## config.mk

```make
export PLATFORM = sky130hd
export DESIGN_NAME = dmc_request_queue
export DESIGN_NICKNAME = d
export VERILOG_FILES = /design/src/rtl/dmc_pkg.sv /design/src/rtl/dmc_req_fifo.sv /design/src/rtl/dmc_request_queue.sv
export SDC_FILE = /design/constraint.sdc
export NUM_CORES = 1
export LEC_CHECK = 0
export BUFFER_PORTS_ARGS = -buffer_cell sky130_fd_sc_hd__clkbuf_2
export CAP_MARGIN = 20
export CORE_MARGIN = 2
export CORE_UTILIZATION = 45
export DETAILED_ROUTE_END_ITERATION = 8
export SETUP_SLACK_MARGIN = 0.5
export SYNTH_ARGS = -nofsm -noshare
export SYNTH_HDL_FRONTEND = slang
export SYNTH_HIERARCHICAL = 1
export SYNTH_SLANG_ARGS = --single-unit
export TNS_END_PERCENT = 100
```

## constraint.sdc

```tcl
create_clock -name clk_i -period 4.6 [get_ports clk_i]
set_clock_uncertainty 0.1 [all_clocks]
set_input_delay 0.46 -clock clk_i [delete_from_list [all_inputs] [get_ports clk_i]]
set_output_delay 0.46 -clock clk_i [all_outputs]
set_load 0.02 [all_outputs]
```

## src/rtl/dmc_pkg.sv

```systemverilog
// Shared types and widths for the DMC request path, controller and cache.
// Latency: n/a (declarations only).
// Backpressure: n/a.
package dmc_pkg;

    localparam int DMC_BLOCK_SIZE      = 4;
    localparam int DMC_ADDRESS_SIZE    = 16;
    localparam int BLOCK_OFFSET_LENGTH = 2;
    localparam int INDEX_LENGTH        = 4;
    localparam int TAG_LENGTH          = DMC_ADDRESS_SIZE - INDEX_LENGTH - BLOCK_OFFSET_LENGTH;

    typedef enum logic [1:0] {
        ST_IDLE  = 2'd0,
        ST_ISSUE = 2'd1,
        ST_HOLD  = 2'd2,
        ST_WAIT  = 2'd3
    } dmc_state_e;

    typedef struct packed {
        logic                        write;
        logic [DMC_ADDRESS_SIZE-1:0] address;
        logic [DMC_BLOCK_SIZE-1:0]   data;
    } dmc_req_t;

endpackage

```

## src/rtl/dmc_req_fifo.sv

```systemverilog
// Request FIFO: storage array, wrapping pointers and an occupancy count.
// Latency: push visible in count/head after 1 edge; head is combinational from storage.
// Backpressure: push_rdy = count < DEPTH from the registered count only.
module dmc_req_fifo
    import dmc_pkg::*;
#(
    parameter int  DEPTH   = 4,
    parameter type entry_t = dmc_req_t,
    localparam int CW      = $clog2(DEPTH + 1)
) (
    input  logic          clk_i,
    input  logic          rst_n_i,
    input  logic          push_vld,
    output logic          push_rdy,
    input  entry_t        push_dat,
    input  logic          pop_vld,
    output entry_t        head_dat,
    output logic [CW-1:0] count
);

    localparam int            AW      = $clog2(DEPTH);
    localparam logic [CW-1:0] DEPTH_C = CW'(DEPTH);

    entry_t          mem_q [DEPTH];
    logic [AW-1:0]   wr_ptr_q;
    logic [AW-1:0]   rd_ptr_q;
    logic [CW-1:0]   count_q;
    logic            push_fire;
    logic            pop_fire;

    assign push_rdy  = (count_q < DEPTH_C);
    assign push_fire = push_vld && push_rdy;
    assign pop_fire  = pop_vld && (count_q != '0);
    assign head_dat  = mem_q[rd_ptr_q];
    assign count     = count_q;

    always_ff @(posedge clk_i) begin
        if (push_fire) begin
            mem_q[wr_ptr_q] <= push_dat;
        end
    end

    // Power-of-two depth lets the pointers wrap naturally; count alone decides full/empty.
    always_ff @(posedge clk_i or negedge rst_n_i) begin
        if (!rst_n_i) begin
            wr_ptr_q <= '0;
            rd_ptr_q <= '0;
            count_q  <= '0;
        end else begin
            if (push_fire) begin
                wr_ptr_q <= wr_ptr_q + 1'b1;
            end
            if (pop_fire) begin
                rd_ptr_q <= rd_ptr_q + 1'b1;
            end
            case ({push_fire, pop_fire})
                2'b10:   count_q <= count_q + 1'b1;
                2'b01:   count_q <= count_q - 1'b1;
                default: count_q <= count_q;
            endcase
        end
    end

endmodule

```

## src/rtl/dmc_request_queue.sv

```systemverilog
// CPU request queue feeding DMC_Controller one transaction at a time.
// Latency: push->start 2 edges from idle; start->rsp_valid >= 3 edges.
// Backpressure: req_ready_o drops when queue holds QUEUE_DEPTH entries; responses are never stalled.
module dmc_request_queue
    import dmc_pkg::*;
#(
    parameter int  BLOCK_SIZE   = 4,
    parameter int  ADDRESS_SIZE = 16,
    parameter int  QUEUE_DEPTH  = 4,
    localparam int CW           = $clog2(QUEUE_DEPTH + 1)
) (
    input  logic                    clk_i,
    input  logic                    rst_n_i,
    input  logic                    req_valid_i,
    output logic                    req_ready_o,
    input  logic                    req_write_i,
    input  logic [ADDRESS_SIZE-1:0] req_address_i,
    input  logic [BLOCK_SIZE-1:0]   req_data_i,
    output logic                    start_o,
    output logic                    read_o,
    output logic                    write_o,
    output logic [ADDRESS_SIZE-1:0] address_o,
    output logic [BLOCK_SIZE-1:0]   data_o,
    input  logic                    ready_i,
    input  logic [BLOCK_SIZE-1:0]   data_i,
    output logic                    rsp_valid_o,
    output logic                    rsp_write_o,
    output logic [BLOCK_SIZE-1:0]   rsp_data_o,
    output logic [CW-1:0]           count_o,
    output logic                    idle_o
);

    typedef struct packed {
        logic                    write;
        logic [ADDRESS_SIZE-1:0] address;
        logic [BLOCK_SIZE-1:0]   data;
    } req_t;

    dmc_state_e             state_q;
    dmc_state_e             state_d;
    req_t                   push_dat;
    req_t                   head_dat;
    req_t                   cmd_q;
    logic                   pop;
    logic                   start;
    logic                   rsp_fire;
    logic                   rsp_valid_q;
    logic                   rsp_write_q;
    logic [BLOCK_SIZE-1:0]  rsp_data_q;
    logic [CW-1:0]          count;

    assign push_dat = '{write: req_write_i, address: req_address_i, data: req_data_i};

    dmc_req_fifo #(
        .DEPTH   (QUEUE_DEPTH),
        .entry_t (req_t)
    ) u_fifo (
        .clk_i    (clk_i),
        .rst_n_i  (rst_n_i),
        .push_vld (req_valid_i),
        .push_rdy (req_ready_o),
        .push_dat (push_dat),
        .pop_vld  (pop),
        .head_dat (head_dat),
        .count    (count)
    );

    // HOLD exists so a ready_i left high by the previous transaction cannot complete this one.
    always_comb begin
        state_d  = state_q;
        pop      = 1'b0;
        start    = 1'b0;
        rsp_fire = 1'b0;
        case (state_q)
            ST_IDLE: begin
                if (count != '0) begin
                    pop     = 1'b1;
                    state_d = ST_ISSUE;
                end
            end
            ST_ISSUE: begin
                start   = 1'b1;
                state_d = ST_HOLD;
            end
            ST_HOLD: begin
                state_d = ST_WAIT;
            end
            ST_WAIT: begin
                if (ready_i) begin
                    rsp_fire = 1'b1;
                    state_d  = ST_IDLE;
                end
            end
            default: begin
                state_d = ST_IDLE;
            end
        endcase
    end

    always_ff @(posedge clk_i or negedge rst_n_i) begin
        if (!rst_n_i) begin
            state_q <= ST_IDLE;
        end else begin
            state_q <= state_d;
        end
    end

    // The command register keeps address/data stable until the next pop.
    always_ff @(posedge clk_i or negedge rst_n_i) begin
        if (!rst_n_i) begin
            cmd_q <= '0;
        end else if (pop) begin
            cmd_q <= head_dat;
        end
    end

    always_ff @(posedge clk_i or negedge rst_n_i) begin
        if (!rst_n_i) begin
            rsp_valid_q <= 1'b0;
            rsp_write_q <= 1'b0;
            rsp_data_q  <= '0;
        end else begin
            rsp_valid_q <= rsp_fire;
            if (rsp_fire) begin
                rsp_write_q <= cmd_q.write;
                rsp_data_q  <= cmd_q.write ? '0 : data_i;
            end
        end
    end

    assign start_o     = start;
    assign read_o      = start && !cmd_q.write;
    assign write_o     = start && cmd_q.write;
    assign address_o   = cmd_q.address;
    assign data_o      = cmd_q.data;
    assign rsp_valid_o = rsp_valid_q;
    assign rsp_write_o = rsp_write_q;
    assign rsp_data_o  = rsp_data_q;
    assign count_o     = count;
    assign idle_o      = (state_q == ST_IDLE) && (count == '0);

endmodule

```

==> reports/summary.txt <==
Leak = 2.34 nW
Post-CTS Setup Bufs = 0
Dominant cells by area after synthesis = edfxtp_1 (51%), dfrtp_1 (18%), mux4_2 (8.2%), mux2_4 (5.8%), buf_4 (3.1%)
Fillers = 865
Post-Synth Simple-Gate Area = 3.05%
Placed Cells = 427
Pin count of the biggest net entering global routing = 37
Area used by multi-input combinational logic = 0.00120 sq mm
Clk_lat worst skew = 0.49 ns
Synth Area in Compound Gates = 0.814%
GP Congestion = 0.666
Initial antenna violation count = 0
Remaining antenna violation count after routing = 0
Number of synthesized flops with an enable pin = 84
Share of layout cells above drive strength 1 = 43.0%
Library cells used by synthesis = 30
Fin crit period = 2.51 ns
Max Freq = 0.398 GHz
Fin cells = 463
CTS root buf = clkbuf_8
# hold bufs at CTS = 0
Hold WC Path Type = in2async
Final critical-path share of the clock period = 54.6%
Number of diodes = 0
Yosys top cell by area = edfxtp_1
XOR/XNOR share of the synthesized area = 1.07%
Overall power = 0.00419 W
Hpwl dp = 4580 microns
DIE AREA = 0.0118 sq mm
Critical path endpoint category = flip-flop
RSZ-0062 raised after global routing = no
Total number of vias = 2274
Flop2flop setup slack = 2.09 ns
Drc violations = 0
Mean Syn Cell Area = 19.5 sq um
Syn_nets = 291
Worst slew margin = 34.1%
Total CTS buffers = 17
Register area share after synthesis = 69.6%
Worst Tran Pin Value = 0.988 ns
Async S/R FF share, synth = 30.0%
Setup_tns = 0 ns
Vias in the first global route = 2320
DR iter-0 viols = 108
Final setup fails = 0
Post-cts sizing count = 0
WL/cell = 16.9 microns
Initial Util = 45.8%
Syn-to-layout area delta = 18.6%
Fin. max-slew vios = 0
Grt ovf = 0
Die extent in y = 109 microns
Nets = 349
Fin. Hold Viols = 0
Clock buffer depth = 2
Maximum vdd drop = 288 uV
Status = completed
TritonCTS clock tree = yes
Pwr dens = 719 mW/mm^2
Worst path required time = 4.92 ns
# rows = 38
H-tree depth = 4
Ys flop type = edfxtp_1
Port bufs = 62
Routed vias/inst = 4.91
Crit Path Class = reg2reg
Wirelength, routed = 7810 microns
Post-Synth Adder-Cell Area = 2.70%
Seq cells post-synth = 120
Main combinational cell family by area after synthesis = multiplexers
Ports = 63
First-pass GRT wire length = 12300 microns
Worst setup SP type = flip-flop
Yosys warns = 6
FF+latch area = 0.00342 sq mm
Worst-path maximum fanout = 22
CTS Sinks = 120
Multiplexer area fraction after synthesis = 16.8%
GRT Resource Usage Total = 14.4%
Clock transition at path regs = 0.06 ns
WP data arrival = 2.83 ns
Synth top area share = 51.3%
Post-Syn Area = 0.00492 sq mm
Mapped Cells = 252
MaxCap Viol Count = 0
DRT Pass-1 Iters = 4
DIE WIDTH = 109 microns
Core box area = 0.0107 sq mm
==> worst paths after layout <==
kind	startpoint	end	depth (start not counted)
min reg2reg	rsp_data_o[2]	rsp_data_o[2]	2
max	state_q[0]	u_fifo/count[2]	11
min in group clk_i	req_address_i[6]	u_fifo/mem_q[1][10]	1
max in group asynchronous	rst_n_i	data_o[3]	1
min	rst_n_i	u_fifo/count[1]	1
max reg2reg	state_q[0]	u_fifo/count[2]	11
==> stage by stage <==
stage	utilization [%]	setup slack (ns)	hold slack (ns)	area, sq um
finish	54.3	2.09	0.00160	5830
detailed placement	48.0	2.05	0.384	5160
global route	54.3	1.87	0.0611	5830
CTS	53.5	2.05	0.0242	5750
floorplan	-	2.33	0.0644	4920
global placement	48.0	2.13	0.364	5160
==> area by class of cell <==
class	instances	area share, %
clock buffer	24	8.07
timing repair buffer	67	6.91
multi-input combinational	93	20.6
sequential	120	58.7
tap	140	3.00
inverter	11	0.708
clock inverter	8	2.06
==> cell usage after synthesis (4+ instances only) <==
cell and instances:
edfxtp_1 84, dfrtp_1 36, buf_4 20, mux2_4 19
mux4_2 18, inv_1 11, ha_1 9, and2_1 6
nand2_1 6, o21ai_0 5, buf_12 4, mux2_2 4
nand2b_1 4, xnor2_1 4
==> sequential cells by signal (all words and copies together) (netlist names) <==
signal,cells
u_fifo/wr_ptr_q,2
data_o,4
state_q,2
u_fifo/rd_ptr_q,2
rsp_valid_o,1
u_fifo/count,3
u_fifo/mem_q,84
rsp_write_o,1
rsp_data_o,4
cmd_q,1
address_o,16
==> report_power, final <==
group          total, W  switching (W)  internal (W)
combinational   0.00129       0.000627      0.000665
clock           0.00130       0.000432      0.000866
sequential      0.00160       0.000168       0.00144
==> cell families after synthesis <==
family	after synthesis
DFF	120
muxes	45
buffers and inverters	39
and+or+nand+nor	25
adders and majority gates	10
AOI/OAI and AO/OA	7
xor gates and xnor gates	6
==> layer usage <==
layer,vias up,wire length (microns),GRT usage [%]
met5,-,0,0
met4,0,55,5.49
met3,2,359,4.52
met2,63,3840,22.6
met1,1167,3550,19.0
li1,1042,-,-
==> cells in the final DEF, fill, tap and decap left out, types with 3 or more instances in the layout <==
master,synthesis,final
and2_1,6,6
bufinv_16,0,3
clkbuf_1,1,4
clkbuf_16,0,16
clkbuf_2,0,62
clkbuf_8,0,4
clkinv_2,0,3
dfrtp_1,36,36
edfxtp_1,84,84
ha_1,9,9
inv_1,11,11
mux2_2,4,4
mux2_4,19,19
mux4_1,3,3
mux4_2,18,18
nand2_1,6,6
nand2b_1,4,4
nor2b_1,3,3
o21ai_0,5,5
xnor2_1,4,4
==> worst max-delay path: stages (launching register included) <==
cell and delay [ns]:
dfrtp_1 0.41, inv_1 0.09, ha_1 0.25, nand2b_4 0.29
inv_1 0.14, and2_1 0.16, ha_1 0.18, inv_1 0.06
fa_1 0.37, xor2_1 0.15, nor2_1 0.11, xnor2_1 0.13
Power figures use the tool's default switching activity.
